<file path="src/rtl/op_scheduler.sv">
// Command FIFO and one-at-a-time sequencer in front of the FHE op controller.
// Optional watchdog on the RUN wait is enabled by defining SCHED_TIMEOUT_EN.
module op_scheduler #(
  parameter int ADDR_WIDTH     = 10,
  parameter int BIG_N          = 30,
  parameter int TAG_WIDTH      = 4,
  parameter int FIFO_DEPTH     = 4,
  parameter int PTR_WIDTH      = 2,
  parameter int TIMEOUT_CYCLES = 1023
) (
  input  logic                  clk,
  input  logic                  rst_n,
  input  logic                  cmd_valid,
  output logic                  cmd_ready,
  input  logic [1:0]            cmd_opcode,
  input  logic [ADDR_WIDTH-1:0] cmd_op1_addr,
  input  logic [ADDR_WIDTH-1:0] cmd_op2_addr,
  input  logic [ADDR_WIDTH-1:0] cmd_out_addr,
  input  logic [BIG_N-1:0]      cmd_noise,
  input  logic [TAG_WIDTH-1:0]  cmd_tag,
  output logic                  ctl_config_en,
  output logic [1:0]            ctl_opcode,
  output logic [ADDR_WIDTH-1:0] ctl_op1_base_addr,
  output logic [ADDR_WIDTH-1:0] ctl_op2_base_addr,
  output logic [ADDR_WIDTH-1:0] ctl_out_base_addr,
  output logic [BIG_N-1:0]      ctl_noise,
  input  logic                  ctl_done,
  output logic                  cpl_valid,
  output logic [TAG_WIDTH-1:0]  cpl_tag,
  output logic                  cpl_error,
  output logic                  busy,
  output logic [PTR_WIDTH:0]    fifo_count
);

  localparam int ENTRY_W = 2 + 3 * ADDR_WIDTH + BIG_N + TAG_WIDTH;
  localparam logic [PTR_WIDTH-1:0] PTR_ONE = 1;
  localparam logic [PTR_WIDTH:0]   CNT_ONE = 1;
  localparam logic [PTR_WIDTH:0]   CNT_FULL = (PTR_WIDTH + 1)'(FIFO_DEPTH);

  typedef enum logic [2:0] {
    S_IDLE,
    S_CONFIG,
    S_SETTLE,
    S_RUN,
    S_CPL
  } state_t;

  state_t r_state;
  state_t w_state_nxt;

  logic [ENTRY_W-1:0]   r_mem [FIFO_DEPTH];
  logic [PTR_WIDTH-1:0] r_wr_ptr;
  logic [PTR_WIDTH-1:0] r_rd_ptr;
  logic [PTR_WIDTH:0]   r_count;
  logic [TAG_WIDTH-1:0] r_run_tag;

  logic               w_full;
  logic               w_empty;
  logic               w_push;
  logic               w_pop;
  logic               w_timeout;
  logic [ENTRY_W-1:0] w_wr_entry;
  logic [ENTRY_W-1:0] w_rd_entry;

  assign w_full     = (r_count == CNT_FULL);
  assign w_empty    = (r_count == '0);
  assign w_push     = cmd_valid && !w_full;
  assign w_wr_entry = {cmd_opcode, cmd_op1_addr, cmd_op2_addr, cmd_out_addr,
                       cmd_noise, cmd_tag};
  assign w_rd_entry = r_mem[r_rd_ptr];

  // Storage carries no reset; occupancy is tracked by r_count alone.
  always_ff @(posedge clk) begin
    if (w_push) begin
      r_mem[r_wr_ptr] <= w_wr_entry;
    end
  end

  always_ff @(posedge clk) begin
    if (!rst_n) begin
      r_wr_ptr <= '0;
      r_rd_ptr <= '0;
      r_count  <= '0;
    end else begin
      if (w_push) begin
        r_wr_ptr <= r_wr_ptr + PTR_ONE;
      end
      if (w_pop) begin
        r_rd_ptr <= r_rd_ptr + PTR_ONE;
      end
      case ({w_push, w_pop})
        2'b10:   r_count <= r_count + CNT_ONE;
        2'b01:   r_count <= r_count - CNT_ONE;
        default: r_count <= r_count;
      endcase
    end
  end

  always_ff @(posedge clk) begin
    if (!rst_n) begin
      r_state <= S_IDLE;
    end else begin
      r_state <= w_state_nxt;
    end
  end

  always_comb begin
    w_state_nxt = r_state;
    w_pop       = 1'b0;
    case (r_state)
      S_IDLE: begin
        if (!w_empty) begin
          w_pop       = 1'b1;
          w_state_nxt = S_CONFIG;
        end
      end
      S_CONFIG: w_state_nxt = S_SETTLE;
      // The controller's stale done may still be visible here.
      S_SETTLE: w_state_nxt = S_RUN;
      S_RUN: begin
        if (ctl_done || w_timeout) begin
          w_state_nxt = S_CPL;
        end
      end
      S_CPL: begin
        if (!w_empty) begin
          w_pop       = 1'b1;
          w_state_nxt = S_CONFIG;
        end else begin
          w_state_nxt = S_IDLE;
        end
      end
      default: w_state_nxt = S_IDLE;
    endcase
  end

  // Command fields stay stable from one pop to the next.
  always_ff @(posedge clk) begin
    if (!rst_n) begin
      ctl_opcode        <= '0;
      ctl_op1_base_addr <= '0;
      ctl_op2_base_addr <= '0;
      ctl_out_base_addr <= '0;
      ctl_noise         <= '0;
      r_run_tag         <= '0;
    end else if (w_pop) begin
      {ctl_opcode, ctl_op1_base_addr, ctl_op2_base_addr, ctl_out_base_addr,
       ctl_noise, r_run_tag} <= w_rd_entry;
    end
  end

`ifdef SCHED_TIMEOUT_EN
  localparam int WD_W = $clog2(TIMEOUT_CYCLES + 1);
  localparam logic [WD_W-1:0] WD_ONE  = 1;
  localparam logic [WD_W-1:0] WD_LAST = WD_W'(TIMEOUT_CYCLES - 1);

  logic [WD_W-1:0] r_wdog;
  logic            r_err;

  // Expires on the edge at which the count would reach TIMEOUT_CYCLES.
  assign w_timeout = (r_wdog == WD_LAST);

  always_ff @(posedge clk) begin
    if (!rst_n) begin
      r_wdog <= '0;
      r_err  <= 1'b0;
    end else begin
      if (r_state == S_SETTLE) begin
        r_wdog <= '0;
      end else if (r_state == S_RUN && !ctl_done) begin
        r_wdog <= r_wdog + WD_ONE;
      end
      r_err <= (r_state == S_RUN) && !ctl_done && w_timeout;
    end
  end

  assign cpl_error = (r_state == S_CPL) && r_err;
`else
  // No watchdog: RUN waits for done indefinitely; the parameter stays referenced.
  assign w_timeout = (TIMEOUT_CYCLES < 0);
  assign cpl_error = 1'b0;
`endif

  assign cmd_ready     = !w_full;
  assign ctl_config_en = (r_state == S_CONFIG);
  assign cpl_valid     = (r_state == S_CPL);
  assign cpl_tag       = r_run_tag;
  assign busy          = (r_state != S_IDLE) || !w_empty;
  assign fifo_count    = r_count;

endmodule

</file>
<file path="config.mk">
export PLATFORM = sky130hd
export DESIGN_NAME = op_scheduler
export DESIGN_NICKNAME = d
export VERILOG_FILES = /design/src/rtl/op_scheduler.sv
export SDC_FILE = /design/constraint.sdc
export NUM_CORES = 1
export LEC_CHECK = 0
export CELL_PAD_IN_SITES_DETAIL_PLACEMENT = 1
export CELL_PAD_IN_SITES_GLOBAL_PLACEMENT = 2
export CORE_MARGIN = 5
export CORE_UTILIZATION = 38
export CTS_CLUSTER_SIZE = 40
export DETAILED_ROUTE_END_ITERATION = 8
export MAX_ROUTING_LAYER = met4
export PLACE_DENSITY = 0.79
export REMOVE_ABC_BUFFERS = 1
export SLEW_MARGIN = 20
export SYNTH_ARGS = -nofsm -noshare
export SYNTH_HDL_FRONTEND = slang
export SYNTH_SLANG_ARGS = --single-unit
</file>
<file path="constraint.sdc">
create_clock -name clk -period 2.7 [get_ports clk]
set_clock_uncertainty 0.15 [all_clocks]
set_input_delay 0.54 -clock clk [delete_from_list [all_inputs] [get_ports clk]]
set_output_delay 0.54 -clock clk [all_outputs]
set_load 0.005 [all_outputs]
</file>
==> results_dict.tcl <==
set metrics [dict create \
    die_y_microns 189 \
    hold_path_class "flop to flop" \
    ctsResizeCount 3 \
    syn_inst 562 \
    synth_edf_count 264 \
    clk_pin_slew_worst_paths_ns 0.06 \
    period_minus_slack_ns 2.61 \
    ys_ff_latch 340 \
    power.density_nw_per_um2 1010 \
    dp_hpwl_mm 15.3 \
    synth_mux_area_share_pct 12.4 \
    setup_viol 0 \
    drt_pre_antenna_iters 4 \
    postCtsSetupBuffers 0 \
    cts_tree "done" \
    cpMaxStageDelayCell "or3_4" \
    path_class "flop to output port" \
    clock_path_buffers 3 \
    grt_max_degree 67 \
    outcome "complete, no violations" \
    antenna_found_initial 0 \
    core_sq_um 31500 \
    yosys.area.top_type "edfxtp_1" \
    slew_headroom_pct 49.0 \
    die_area_sq_um 35500 \
    synth_xor_area_share_pct 0.145 \
    route.detailed.drc 0 \
    critPathMaxStageDelay_ns 0.42 \
    die_w_microns 189 \
    start_kind "flop" \
    worst-path-buf-inv 1 \
    grt_use_total_pct 15.1 \
    slew_violations 0 \
    synth_top_family_by_area "multiplexers" \
    synthTopCellsByArea "edfxtp_1, dfxtp_1, mux4_2" \
    wl_per_cell_microns 22.6 \
    fmax_ghz 0.384 \
    synth_cell_types 36 \
    grt_setup_unrepaired "false" \
    path_cells "or3_4 > or3_1 > dlygate4sd2_1" \
    overflow 0 \
    clk_latency_ns 0.50 \
    grt_first_pass_wirelength_mm 40.6 \
    worst_pin_slew_ns 0.764 \
    drive_above_1_share_pct 19.8 \
    synth_ff_type "edfxtp_1" \
    dp.cells 1090 \
    synth_common_cells "edfxtp_1, dfxtp_1, a22o_1, mux4_2, buf_2" \
    utilization_pct 48.8 \
    cp-end-kind "output port" \
    fillers 2851 \
    io-pin-count 144 \
    place_congestion 0.734 \
    synth_sequential_area_ratio_pct 78.0 \
    synth_warnings 0 \
    avgSynthCellArea_sq_um 21.5 \
    port_buffers 142 \
    holdBufCountCts 0 \
    yosysMostFrequentCell "edfxtp_1" \
    power_leakage_nw 5.06 \
    drv_cap 0 \
    worst_ir_drop_vdd_v 0.000487 \
    start_util_pct 38.5 \
    critPathArrivalTime_ns 1.92 \
    synth_compound_area_share_pct 5.38 \
    grt_pass1_vias 6838 \
    netlist_area_sq_um 12100 \
    via_per_inst 5.18 \
    crit_family "simple AND/OR/NAND/NOR gates" \
    synth_top_cell_area_share_pct 65.5 \
    synth_fa_ha_area_share_pct 0.682 \
    yosys.area_share.simple_pct 1.42 \
    nets 803 \
    synthArstFlopShare_pct 0 \
    drt-initial-drc-count 397 \
    cts-root-buf "clkbuf_16" \
    vias 5996 \
    h-tree-depth 2 \
    finalCritPeriodShare_pct 96.5 \
    numCtsBuffers 37 \
    area_growth_pct 26.9 \
    drtAntennaViolNets 0 \
    wl_mm 26.2 \
    cts_sinks 340 \
    cp.required_ns 2.01 \
    cp_max_fo 6 \
    num_antenna_cells 0 \
    rows 65 \
    fin_cells 1158 \
    hold_viol 0 \
]
[per-layer routing]
metal  global-route usage (%)  vias up  part of all wire [%]
met5                        -        -                     0
met4                     3.70        0                   1.7
met3                     2.59       42                   3.9
met2                     25.2      149                    50
met1                     19.6     3151                    44
li1                         -     2654                     -
[worst reg2reg max path, cell delays in order (launching register included)]
cell,delay (ns)
dfxtp_1,0.34
or2_1,0.30
nor2_1,0.20
ha_1,0.22
inv_1,0.06
fa_1,0.38
xor2_1,0.17
or3_1,0.31
a21oi_1,0.17
[worst paths after layout]
kind / end / cells past startpoint / slack (ns) / from
hold reg to reg: cpl_tag[0] / 1 / 0.33 / cpl_tag[0]
hold / removal: cpl_tag[0] / 1 / 0.33 / cpl_tag[0]
setup reg to reg: fifo_count[2] / 8 / 0.31 / r_state[0]
setup / recovery: busy / 3 / 0.09 / fifo_count[2]
[layout by cell type, fill, tap and decap left out, types with 4 or more instances in the layout]
| master | n |
|---|---|
| a21oi_1 | 5 |
| a22o_1 | 66 |
| and3_4 | 4 |
| buf_12 | 11 |
| buf_4 | 6 |
| bufinv_16 | 5 |
| clkbuf_1 | 11 |
| clkbuf_16 | 39 |
| clkdlybuf4s50_1 | 141 |
| clkinv_2 | 8 |
| dfxtp_1 | 72 |
| edfxtp_1 | 264 |
| ha_1 | 5 |
| inv_1 | 6 |
| mux4_2 | 66 |
| nor2_1 | 5 |
[kinds of logic (layout without fill, tap and decap cells)]
| group | count (synthesis) | in the layout |
|---|---|---|
| simple gates | 28 | 28 |
| mux | 67 | 67 |
| flops | 340 | 340 |
| fa+ha+maj | 6 | 6 |
| compound gates | 78 | 78 |
| buf+inv | 40 | 234 |
| xor+xnor | 2 | 2 |
| other cells | 1 | 1 |
[final cells by class]
| class | count | area (sq um) | area share [%] |
|---|---|---|---|
| Sequential cell | 340 | 9460 | 61.5 |
| Timing Repair Buffer | 159 | 1690 | 11.0 |
| Inverter | 7 | 26.3 | 0.171 |
| Tap cell | 402 | 503 | 3.27 |
| Clock buffer | 51 | 1030 | 6.71 |
| Multi-Input combinational cell | 182 | 2460 | 16.0 |
| Clock inverter | 17 | 210 | 1.37 |
[state kept, by name (all words and copies together) (netlist names)]
register,cells
ctl_opcode,2
r_mem,264
r_wr_ptr,2
r_rd_ptr,2
ctl_noise,30
r_state,3
ctl_op2_base_addr,10
ctl_op1_base_addr,10
cpl_tag,4
ctl_out_base_addr,10
fifo_count,3
[where the power goes]
part / switching [mW] / total [mW] / internal, mW
combinational: 1.31 / 3.29 / 1.99
clock: 1.94 / 5.09 / 3.16
sequential: 0.591 / 7.13 / 6.54
[through the flow]
step	instance area [sq um]	setup WS, ns	hold slack (ns)	power [mW]	TNS, ns
floorplan	11900	-1.29	0.316	8.66	-140.23
global placement	14100	0.202	0.311	10.5	0
detailed placement	14100	0.140	0.320	10.6	0
CTS	15400	0.0634	0.335	15.8	0
global route	15400	0.00653	0.340	16.2	0
finish	15400	0.0941	0.328	15.5	0
(Power assumes the default switching activity.)
